File: config.mk
export PLATFORM = sky130hd
export DESIGN_NAME = bit_stuff_tx
export DESIGN_NICKNAME = d
export VERILOG_FILES = /design/src/rtl/bit_stuff_tx.sv
export SDC_FILE = /design/constraint.sdc
export NUM_CORES = 1
export LEC_CHECK = 0
export BUFFER_PORTS_ARGS = -buffer_cell sky130_fd_sc_hd__buf_2
export CORE_AREA = 2 2 51 44
export DETAILED_ROUTE_END_ITERATION = 10
export DIE_AREA = 0 0 53 46
export PLACE_DENSITY = 0.79
export REMOVE_ABC_BUFFERS = 1
export SYNTH_ARGS = -nofsm -noshare
export SYNTH_HDL_FRONTEND = slang
export SYNTH_SLANG_ARGS = --single-unit
File: constraint.sdc
create_clock -name clk -period 3.9 [get_ports clk]
set_input_delay 0 -clock clk [delete_from_list [all_inputs] [get_ports clk]]
set_output_delay 0 -clock clk [all_outputs]
set_load 0.01 [all_outputs]
File: src/rtl/bit_stuff_tx.sv
// Serial MSB-first transmitter that inserts a complement bit after RUN_MAX equal bits.
// Optional 1,0,1,0 frame preamble is enabled by defining BIT_STUFF_PREAMBLE_EN.
module bit_stuff_tx #(
    parameter int WIDTH   = 8,
    parameter int RUN_MAX = 3
) (
    input  logic             clk,
    input  logic             nRESET,
    input  logic             load,
    input  logic [WIDTH-1:0] data_in,
    output logic             ready,
    output logic             out,
    output logic             out_valid,
    output logic             stuffed,
    output logic             done
);
    localparam int CW = $clog2(WIDTH + 1);
    localparam int RW = $clog2(RUN_MAX + 1);

    // state_q names the kind of bit currently on out (S_IDLE when nothing is sent).
    typedef enum logic [1:0] {
        S_IDLE  = 2'd0,
        S_DATA  = 2'd1,
        S_STUFF = 2'd2
`ifdef BIT_STUFF_PREAMBLE_EN
        , S_PRE = 2'd3
`endif
    } state_t;

    state_t           state_q, state_d;
    logic [WIDTH-1:0] sh_q, sh_d;
    logic [CW-1:0]    cnt_q, cnt_d;
    logic [RW-1:0]    run_q, run_d;
    logic             last_q, last_d;
    logic             ready_q, ready_d;
    logic             out_q, out_d;
    logic             valid_q, valid_d;
    logic             stf_q, stf_d;
    logic             done_q, done_d;
`ifdef BIT_STUFF_PREAMBLE_EN
    logic [2:0]       pre_q, pre_d;
`endif

    logic             emit_data;
    logic [WIDTH-1:0] sh_src;
    logic [CW-1:0]    cnt_src;
    logic [RW-1:0]    run_src;
    logic             last_src;
    logic             bit_v;
    logic [RW-1:0]    run_v;
    logic [CW-1:0]    cnt_v;

    always_comb begin
        state_d   = state_q;
        sh_d      = sh_q;
        cnt_d     = cnt_q;
        run_d     = run_q;
        last_d    = last_q;
        out_d     = 1'b0;
        valid_d   = 1'b0;
        stf_d     = 1'b0;
        done_d    = 1'b0;
        emit_data = 1'b0;
        sh_src    = sh_q;
        cnt_src   = cnt_q;
        run_src   = run_q;
        last_src  = last_q;
        bit_v     = 1'b0;
        run_v     = '0;
        cnt_v     = '0;
`ifdef BIT_STUFF_PREAMBLE_EN
        pre_d     = pre_q;
`endif
        case (state_q)
            S_IDLE: begin
                if (load) begin
                    sh_d     = data_in;
                    cnt_d    = '0;
                    run_d    = '0;
                    last_d   = 1'b0;
                    sh_src   = data_in;
                    cnt_src  = '0;
                    run_src  = '0;
                    last_src = 1'b0;
`ifdef BIT_STUFF_PREAMBLE_EN
                    state_d  = S_PRE;
                    out_d    = 1'b1;
                    valid_d  = 1'b1;
                    pre_d    = 3'd1;
`else
                    emit_data = 1'b1;
`endif
                end
            end
`ifdef BIT_STUFF_PREAMBLE_EN
            S_PRE: begin
                if (pre_q == 3'd4) begin
                    emit_data = 1'b1;
                end else begin
                    out_d   = ~pre_q[0];
                    valid_d = 1'b1;
                    pre_d   = pre_q + 3'd1;
                end
            end
`endif
            S_DATA: begin
                if (run_q == RW'(RUN_MAX)) begin
                    out_d   = ~last_q;
                    valid_d = 1'b1;
                    stf_d   = 1'b1;
                    last_d  = ~last_q;
                    run_d   = RW'(1);
                    done_d  = (cnt_q == CW'(WIDTH));
                    state_d = S_STUFF;
                end else if (cnt_q == CW'(WIDTH)) begin
                    state_d = S_IDLE;
                end else begin
                    emit_data = 1'b1;
                end
            end
            S_STUFF: begin
                if (cnt_q == CW'(WIDTH)) state_d = S_IDLE;
                else                     emit_data = 1'b1;
            end
            default: state_d = S_IDLE;
        endcase

        // A run of RUN_MAX on the last data bit still owes a trailing stuff bit, so no done yet.
        if (emit_data) begin
            bit_v   = sh_src[WIDTH-1];
            run_v   = (run_src != '0 && bit_v == last_src) ? run_src + RW'(1) : RW'(1);
            cnt_v   = cnt_src + CW'(1);
            sh_d    = sh_src << 1;
            cnt_d   = cnt_v;
            last_d  = bit_v;
            run_d   = run_v;
            out_d   = bit_v;
            valid_d = 1'b1;
            state_d = S_DATA;
            done_d  = (cnt_v == CW'(WIDTH)) && (run_v != RW'(RUN_MAX));
        end
        ready_d = (state_d == S_IDLE);
    end

    always_ff @(posedge clk) begin
        if (!nRESET) begin
            state_q <= S_IDLE;
            sh_q    <= '0;
            cnt_q   <= '0;
            run_q   <= '0;
            last_q  <= 1'b0;
            ready_q <= 1'b1;
            out_q   <= 1'b0;
            valid_q <= 1'b0;
            stf_q   <= 1'b0;
            done_q  <= 1'b0;
`ifdef BIT_STUFF_PREAMBLE_EN
            pre_q   <= '0;
`endif
        end else begin
            state_q <= state_d;
            sh_q    <= sh_d;
            cnt_q   <= cnt_d;
            run_q   <= run_d;
            last_q  <= last_d;
            ready_q <= ready_d;
            out_q   <= out_d;
            valid_q <= valid_d;
            stf_q   <= stf_d;
            done_q  <= done_d;
`ifdef BIT_STUFF_PREAMBLE_EN
            pre_q   <= pre_d;
`endif
        end
    end

    assign ready     = ready_q;
    assign out       = out_q;
    assign out_valid = valid_q;
    assign stuffed   = stf_q;
    assign done      = done_q;
endmodule

# Word-level counts from Yosys, hierarchy flattened
# Cells that the tools add are included.
# word_totals
regBits	22
in_bits	11
out_inout_bits	5
wordCells	65
# classes
n_addsub	2
eq_ne	8
mux	34
bitwise_logic	2
reduce_logical	8
# ops
op	n
2-to-1 mux 8 bit	3
2-to-1 mux 1 bit	16
2-to-1 mux 2 bit	8
2-to-1 mux 4 bit	3
== test 4 bit (second input constant)	2
case mux 2 bit (3 select lines)	1
adder 4 x 1 -> 4 bit (second input constant)	1
== test 2 bit (second input constant)	2
zero test 2 bit	2
case mux 2 bit (2 select lines)	1
!= test 3 bit (second input constant)	1
case mux 1 bit (3 select lines)	1
nonzero test 3 bit	1
adder 2 x 1 -> 2 bit (second input constant)	1
== test 2 x 1 -> 1 bit (second input constant)	1
logical AND 1 bit	2
!= test 2 bit (second input constant)	1
inverter 1 bit	2
case mux 1 bit (2 select lines)	1
AND reduction 2 bit	1
nonzero test 2 bit	1
OR reduction 2 bit	1
== test 1 bit	1

# Depth between registers and ports, before layout
# Gate-level depths: netlist of run 1.
# logic_depth
depth_word	8
ltp_mapped	8
ltp_nobuf	7

# Worst setup path before layout of run 1
# No wires, ideal clock.
# synth_timing
kind	reg2reg
start	register state_q[0]
end	register done_q (netlist: done)
t_arrival_ps	1643
required_ps	3783
slack_ps	2139
stages_incl_launch_ff	9
cell_sequence	dfxtp_1 > nor2_1 > nand2_1 > clkbuf_1 > nand2_1 > ha_1 > nor2b_1 > o21ai_0 > a32o_1
# synth_between
elab_chain_cells	8
word_cells_on_any_way	19
# synth_rtl
item	line	rtl
start: declaration	30	state_t state_q, state_d;
start signal: assignment	161	state_q <= state_d;
parallel branches: the longest is 7 deep, another holds adder 4 x 1 -> 4 bit	n/a	
2-to-1 mux 1 bit (*)	129	if (emit_data) begin
end signal: assignment	170	done_q <= done_d;
end: declaration	39	logic done_q, done_d;
# Mark *: on every way between the ends.
# A chain may end at the register's enable or synchronous reset.

# Worst setup path after layout of run 1
# layout_timing
start	register state_q[1]
end	register sh_q[6]
# layout_between
elab_chain_cells	3
word_cells_on_any_way	6
# layout_rtl
item	line	rtl
== test 2 bit (tied with other cells)	74	case (state_q)
case mux 1 bit (3 select lines) / 2-to-1 mux 8 bit (equally long branches)	n/a	
2-to-1 mux 8 bit (*)	129	
end signal: assignment	148	sh_q <= '0;
end signal: assignment	162	sh_q <= sh_d;
end: declaration	31	logic [WIDTH-1:0] sh_q, sh_d;
# Every way passes the cells marked *; elsewhere a longest branch is shown, timed or not.

==> results of run 1 <==
## worst paths after layout
check | start | endpoint | slack, ns | cells past startpoint
setup / recovery | state_q[1] | sh_q[6] | 1.86 | 5
hold reg to reg | sh_q[0] | sh_q[0] | 0.49 | 1
hold / removal | load | run_q[0] | 0.27 | 4
setup reg to reg | state_q[1] | sh_q[6] | 1.86 | 5
## power groups by stage
| stage | Clock [µW] | Combinational [µW] | Sequential (µW) |
|---|---|---|---|
| global placement | 0 | 63.6 | 254 |
| finish | 176 | 81.1 | 249 |
| detailed placement | 0 | 65.4 | 254 |
| global route | 188 | 90.2 | 252 |
| floorplan | 0 | 46.9 | 253 |
| CTS | 182 | 79.5 | 249 |
## sequential cells by signal, summed over array words and instances (netlist names)
signal and flops:
sh_q 8, cnt_q 4, run_q 2, state_q 2
done 1, last_q 1, out 1, out_valid 1
ready 1, stuffed 1
## layout make-up
| cell class | count | area (µm²) | area share (%) |
|---|---|---|---|
| flip-flops and latches | 22 | 440.4 | 33.33 |
| inverters | 3 | 11.26 | 0.8523 |
| clock buffers | 3 | 22.52 | 1.705 |
| multi-input cells | 82 | 550.5 | 41.67 |
| clock inverters | 1 | 30.03 | 2.273 |
| repair buffers | 31 | 235.2 | 17.80 |
| well taps | 25 | 31.28 | 2.367 |
## metal layers
layer,part of all wire [%],wire length (µm)
met1,41,850
met2,52,1071
met3,5.8,119
met4,1.4,28
met5,0,0
## tightest hold or removal path: stages
cell      delay (ns)
buf_2           0.10
nor3b_1         0.17
nor3_1          0.19
a311oi_1        0.07
## logic make-up (layout without fill, tap and decap cells)
| kind of cell | count (synthesis) | in the layout | synth area share (%) |
|---|---|---|---|
| and+or+nand+nor | 41 | 41 | 23.33 |
| AOI/OAI and AO/OA | 29 | 29 | 19.01 |
| DFF | 22 | 22 | 43.46 |
| muxes | 7 | 7 | 6.914 |
| buffers and inverters | 6 | 38 | 2.222 |
| xor gates and xnor gates | 3 | 3 | 2.593 |
| adders and majority gates | 2 | 2 | 2.469 |
## repair_timing
item / in CTS / in global routing
resized for setup: 0 / 0
endpoints found under the hold margin: 9 / 0
hold buffers: 16 / 0
## stage by stage
| stage | hold slack (ns) | instances | cell area (µm²) | setup WS, ns | total power [µW] |
|---|---|---|---|---|---|
| after floorplan | 0.1078 | 107 | 1002 | 2.146 | 300.4 |
| after global placement | 0.2836 | 147 | 1109 | 1.987 | 317.3 |
| after detailed placement | 0.2903 | 147 | 1109 | 1.909 | 319.8 |
| after CTS | 0.2486 | 167 | 1321 | 1.875 | 510.3 |
| after global routing | 0.2820 | 167 | 1321 | 1.652 | 530.0 |
| final | 0.2667 | 167 | 1321 | 1.864 | 506.5 |
## cells in the final DEF (no fill, tap or decap)
cell,instances
nor2_4,1
or3b_1,1
mux2i_1,7
nor3b_1,4
dlygate4sd3_1,16
xor2_1,2
and3_2,1
o2111ai_1,1
a21oi_1,11
and2b_4,1
clkbuf_4,3
xnor2_1,1
buf_2,15
bufinv_16,1
a211oi_1,1
nor2b_1,1
inv_1,2
and2b_2,1
o21ai_0,9
nand2_1,10
clkinv_1,1
a21oi_4,1
nor4b_4,1
a21o_2,1
nand3_1,3
a221oi_1,1
a311oi_1,1
and2_2,2
o21ai_4,1
dfxtp_1,22
o211ai_1,1
and2_1,1
nor2_1,11
a32o_1,1
ha_1,2
nor3_1,3
==> out/metrics.csv, run 1 <==
stage,metric,value,unit
global_route,met2 usage,35.25,%
floorplan,Die H,46,µm
timing,Worst Max-Slew Pin Slew,0.7080,ns
global_route,grt met1 use,21.82,%
logic_synthesis,"EDFF count, synth",0,
floorplan,# IOs,16,
drt,drt pass-1 iters,4,
setup_path,crit path kind,register to register,
setup_path,Top delay family on crit path,buffers and inverters,
global_route,first-pass GRT wire length,3374,µm
drt,via count,907,
timing,"Slew Viols, Final",0,
global_route,initial antenna violation count,0,
cts,Clock Latency Late Sink,0.32,ns
power_and_ir_drop,Gate power share,16.0,%
logic_synthesis,Synth top area share,43.46,%
setup_path,worst path cell trace,nor2_1 > nand2_1 > o21ai_0 > dlygate4sd3_1 > a21oi_1,
setup_path,Crit path largest cell delay,0.61,ns
logic_synthesis,number of synthesized register bits,22,
cts,clk buf depth,2,
setup_path,Worst EP required,4.09,ns
logic_synthesis,prevailing post-synth register cell,dfxtp_1,
setup_path,CP startpoint kind,register,
cts,CTS tree,yes,
timing,Clock Skew,0.006684,ns
logic_synthesis,largest area contributor in the netlist,dfxtp_1,
drt,initial drt markers,30,
power_and_ir_drop,part of the power in registers,49.2,%
logic_synthesis,Synth warnings,0,
logic_synthesis,post-synthesis sequential area ratio,43.46,%
floorplan,DIE AREA,2438,µm²
setup_path,Slowest cell on crit path,dlygate4sd3_1,
logic_synthesis,main area contributors after synthesis,"dfxtp_1, mux2i_1, a21oi_1, o21ai_0, nor2_1",
floorplan,CORE AREA,1971,µm²
timing,setup tns final,0,ns
global_route,GRT busiest layer,met2,
power_and_ir_drop,Int Power,382.8,µW
logic_synthesis,asr flop ratio synth,0,%
global_route,All-Layer GR Usage,19.57,%
floorplan,Initial Util,51.43,%
power_and_ir_drop,Peak VDD IR,0.0002536,V
layout,Area Growth Syn to Fin,30.37,%
drt,DR WL/cell,12.39,µm
drt,vias per std cell,5.431,
global_route,largest net degree at the start of global routing,25,
layout,post-layout util,67.05,%
min_path,worst hold path class,input pin to register,
power_and_ir_drop,Pleak,0.0005211,µW
layout,antenna cells,0,
status,status,"complete, no violations",
layout,fill count,163,
logic_synthesis,Synth Area per Inst,9.213,µm²
cts,"Reg clk slew, reported paths",0.13,ns
timing,unrepaired setup endpoints after global routing,false,
setup_path,WP buf/inv,1,
power_and_ir_drop,Switching Share,24.41,%
drt,drt drc,0,
timing,# setup viols final,0,
job,Max Cap Viol,0,
logic_synthesis,Synth Cell Area,1013,µm²
timing,Final Critical Period,2.036,ns
cts,TritonCTS Buffers,3,
timing,max_slew headroom,52.69,%
layout,fin nets,156,
setup_path,data arrival time of the worst path,2.22,ns
logic_synthesis,synth unique cells,33,
global_route,met3 usage,5.263,%
cts,root buffer cell,clkbuf_4,
global_route,number of global-route vias before repair,801,
placement,RePlAce Congestion,0.8818,
power_and_ir_drop,clock group share of total power,34.8,%
layout,ratio of cells with drive above 1 in the final layout,20.42,%
power_and_ir_drop,Psw,123.6,µW
timing,Tcrit/Tclk final,52.20,%
power_and_ir_drop,P per Cell Area,383.3,nW/µm²
drt,drt total wl,2069,µm
placement,# port buffers,15,
drt,post-route ant nets,0,
logic_synthesis,leading cell types by count after synthesis,"dfxtp_1, a21oi_1, nor2_1, nand2_1, o21ai_0",
timing,"Hold Vio Cnt, Final",0,
cts,clock sink total,22,
placement,Post-DP HPWL,1281,µm
setup_path,Crit. End Element,register,
cts,Post CTS Setup Buffer Count,0,
timing,Fmax achieved,491.2,MHz
floorplan,width of the die,53,µm
logic_synthesis,most common cell in the netlist,dfxtp_1,
floorplan,Cell Rows,15,
setup_path,crit path max fanout,24,
global_route,Congestion Overflow GR,0,
cts,H-tree levels,1,
logic_synthesis,Mapped Cells,110,
(Power assumes the default switching activity.)
==> inputs of run 2 (changes only) <==
--- a/config.mk
+++ b/config.mk
@@ -5,11 +5,12 @@
 export SDC_FILE = /design/constraint.sdc
 export NUM_CORES = 1
 export LEC_CHECK = 0
+export ABC_AREA = 1
 export BUFFER_PORTS_ARGS = -buffer_cell sky130_fd_sc_hd__buf_2
-export CORE_AREA = 2 2 51 44
+export CORE_AREA = 2 2 54 46
 export DETAILED_ROUTE_END_ITERATION = 10
-export DIE_AREA = 0 0 53 46
-export PLACE_DENSITY = 0.79
+export DIE_AREA = 0 0 56 48
+export PLACE_DENSITY = 0.77
 export REMOVE_ABC_BUFFERS = 1
 export SYNTH_ARGS = -nofsm -noshare
 export SYNTH_HDL_FRONTEND = slang
==> constraint.sdc (replaced) <==
create_clock -name clk -period 2 [get_ports clk]
set_input_delay 0 -clock clk [delete_from_list [all_inputs] [get_ports clk]]
set_output_delay 0 -clock clk [all_outputs]
set_load 0.01 [all_outputs]
==> out/metrics.csv, run 2 <==
stage,metric,value,unit,change
power_and_ir_drop,Switching Share,26.44,%,+2.0 points
logic_synthesis,number of synthesized register bits,22,,unchanged
layout,Largest register FFs,8,,unchanged
layout,most frequent cells in the layout,"nand2_1, dfxtp_1, inv_1, buf_2, nor2_1",,
power_and_ir_drop,Peak VDD IR,0.0008364,V,+230%
drt,drt drc,0,,unchanged
layout,final instance area,1323,µm²,about the same
global_route,largest net degree at the start of global routing,16,,-36%
timing,unrepaired setup endpoints after global routing,false,,
cts,CTS tree,yes,,
logic_synthesis,leading cell types by count after synthesis,"nand2_1, dfxtp_1, inv_1, nor2_1, nand3_1",,
cts,TritonCTS Buffers,3,,unchanged
global_route,first-pass GRT wire length,3650,µm,+8.2%
drt,via count,944,,+4.1%
job,Max Cap Viol,0,,unchanged
drt,drt total wl,2267,µm,+9.6%
logic_synthesis,prevailing post-synth register cell,dfxtp_1,,
cts,clk buf depth,2,,unchanged
layout,largest registers,"sh_q (8), cnt_q (4)",,
layout,fin nets,176,,+13%
global_route,number of global-route vias before repair,812,,+1.4%
power_and_ir_drop,Gate power share,19.0,%,+3.0 points
timing,Clock Skew,0.002693,ns,-0.003991 ns
logic_synthesis,post-synthesis sequential area ratio,40.23,%,-3.2 points
drt,vias per std cell,5.048,,-7.1%
cts,clock sink total,22,,unchanged
setup_path,R2R depth,7,,+2
floorplan,Die H,48,µm,+4.3%
drt,drt pass-1 iters,4,,unchanged
power_and_ir_drop,Int Power,753.7,µW,+97%
timing,Fmax achieved,530.7,MHz,+8.0%
layout,Area Growth Syn to Fin,20.80,%,
timing,Tcrit/Tclk final,94.21,%,+42 points
setup_path,Crit. End Element,register,,
setup_path,CP startpoint kind,register,,
status,status,"complete, no violations",,
cts,"Reg clk slew, reported paths",0.12,ns,about the same
logic_synthesis,most common cell in the netlist,nand2_1,,
cts,H-tree levels,1,,unchanged
logic_synthesis,Synth Cell Area,1095,µm²,+8.0%
logic_synthesis,"EDFF count, synth",0,,unchanged
placement,Area after DPL,1182,µm²,+6.7%
placement,# port buffers,15,,unchanged
power_and_ir_drop,part of the power in registers,47.6,%,-1.6 points
drt,post-route ant nets,0,,unchanged
logic_synthesis,largest area contributor in the netlist,dfxtp_1,,
min_path,worst hold start,nRESET,,
logic_synthesis,synth unique cells,26,,-21%
floorplan,CORE AREA,2102,µm²,+6.7%
placement,RePlAce Congestion,0.7923,,-10%
timing,Worst Max-Slew Pin Slew,0.2865,ns,-0.4215 ns
setup_path,reg-to-reg startpoint,state_q[0],,
layout,largest reg by FF count,sh_q,,
layout,ratio of cells with drive above 1 in the final layout,27.78,%,+7.4 points
floorplan,width of the die,56,µm,+5.7%
floorplan,Initial Util,52.08,%,+0.65 points
power_and_ir_drop,Psw,270.9,µW,+120%
power_and_ir_drop,P per Cell Area,774.7,nW/µm²,+100%
logic_synthesis,Synth Area per Inst,7.991,µm²,-13%
setup_path,Worst EP required,2.26,ns,-1.83 ns
power_and_ir_drop,Pleak,0.0006462,µW,+24%
logic_synthesis,asr flop ratio synth,0,%,unchanged
setup_path,crit path kind,register to register,,
floorplan,Cell Rows,15,,unchanged
logic_synthesis,Synth warnings,0,,unchanged
floorplan,# IOs,16,,unchanged
setup_path,CP startpoint,state_q[0],,
logic_synthesis,main area contributors after synthesis,"dfxtp_1, nand2_1, mux2i_1, inv_1, nand2_4",,
logic_synthesis,Synth top area share,40.23,%,-3.2 points
timing,setup tns final,0,ns,unchanged
power_and_ir_drop,clock group share of total power,33.3,%,-1.5 points
timing,"Slew Viols, Final",0,,unchanged
min_path,Cells on Worst Hold Path,3,,-1
timing,max_slew headroom,80.83,%,+28 points
cts,root buffer cell,clkbuf_4,,
layout,antenna cells,0,,unchanged
timing,Final Critical Period,1.884,ns,-0.1515 ns
cts,Post CTS Setup Buffer Count,0,,unchanged
drt,initial drt markers,21,,-30%
timing,"Hold Vio Cnt, Final",0,,unchanged
min_path,worst hold path class,input pin to register,,
setup_path,data arrival time of the worst path,2.15,ns,-0.07 ns
setup_path,crit path max fanout,15,,-38%
timing,# setup viols final,0,,unchanged
global_route,Congestion Overflow GR,0,,unchanged
placement,Post-DP HPWL,1600,µm,+25%
logic_synthesis,Mapped Cells,137,,+25%
drt,DR WL/cell,12.12,µm,-2.1%
global_route,All-Layer GR Usage,18.31,%,-1.3 points
cts,Clock Latency Late Sink,0.31,ns,about the same
floorplan,DIE AREA,2688,µm²,+10%
global_route,initial antenna violation count,0,,unchanged
run 2: changes by cell type after synthesis, moves of 5 or more:
cell | previous run | this run
o22ai_1 | 0 | 7
nor2_2 | 0 | 7
nand3_1 | 3 | 8
nand2_2 | 0 | 5
inv_1 | 2 | 18
a21oi_1 | 11 | 3
o21ai_0 | 9 | 4
nand2_1 | 10 | 23
run 2: power groups by stage:
stage	clock network, µW	logic (µW)	registers [µW]
global placement	0	172	496
finish	341	195	488
CTS	351	191	488
detailed placement	0	177	498
global route	359	218	491
floorplan	0	132	497
run 2: logic make-up after synthesis:
family,after synthesis,synth area share (%)
AO/OA/AOI/OAI,19,10.51
AND/OR/NAND/NOR,63,30.63
buffers and inverters,24,9.942
multiplexers,7,6.400
flip-flops,22,40.23
adder cells (fa/ha/maj),2,2.285
run 2: what timing repair did:
action | in CTS | in global routing
gates resized for setup | 0 | 3
hold buffers | 8 | 0
setup endpoints to repair | 0 | 1
hold endpoints to repair | 7 | 0
run 2: cell type report:
| type | count | area (µm²) |
|---|---|---|
| clock buffers | 3 | 22.52 |
| flip-flops and latches | 22 | 440.4 |
| inverters | 22 | 92.59 |
| repair buffers | 23 | 155.1 |
| clock inverters | 1 | 30.03 |
| fillers | 184 | 779.5 |
| well taps | 25 | 31.28 |
| multi-input cells | 91 | 550.5 |
run 2: path summary, 6_finish.rpt:
kind / to / slack, ns
worst max-delay path: sh_q[2] / 0.12
worst max register to register: sh_q[2] / 0.12
worst min-delay path: last_q / 0.03
worst min register to register: sh_q[0] / 0.52
run 2: metrics by stage:
| step | util, % | hold WS [ns] | instances | setup slack (ns) | total power, µW |
|---|---|---|---|---|---|
| 2_1_floorplan | - | 0.1256 | 135 | 0.5691 | 629.0 |
| 3_3_place_gp | 56.25 | 0.2797 | 175 | 0.4275 | 668.3 |
| 3_5_place_dp | 56.25 | 0.2885 | 175 | 0.4037 | 675.4 |
| 4_1_cts | 62.56 | 0.01919 | 187 | 0.1543 | 1030 |
| 5_1_grt | 62.92 | 0.03880 | 187 | 0.003439 | 1068 |
| 6_report | 62.92 | 0.02982 | 187 | 0.1158 | 1025 |
run 2: metal layers:
layer	track usage (%)	share of wire, %
met5	0	0
met4	6.667	1.9
met1	22.89	43
met3	5.676	6.4
met2	30.82	49
run 2: critical path: stages, from the launching register on:
cell and delay [ns]:
dfxtp_1 0.42, nor2_2 0.07, nand2_4 0.22, nand3_4 0.17, inv_4 0.11, nand2_4 0.09
o22ai_1 0.16, dlygate4sd3_1 0.58
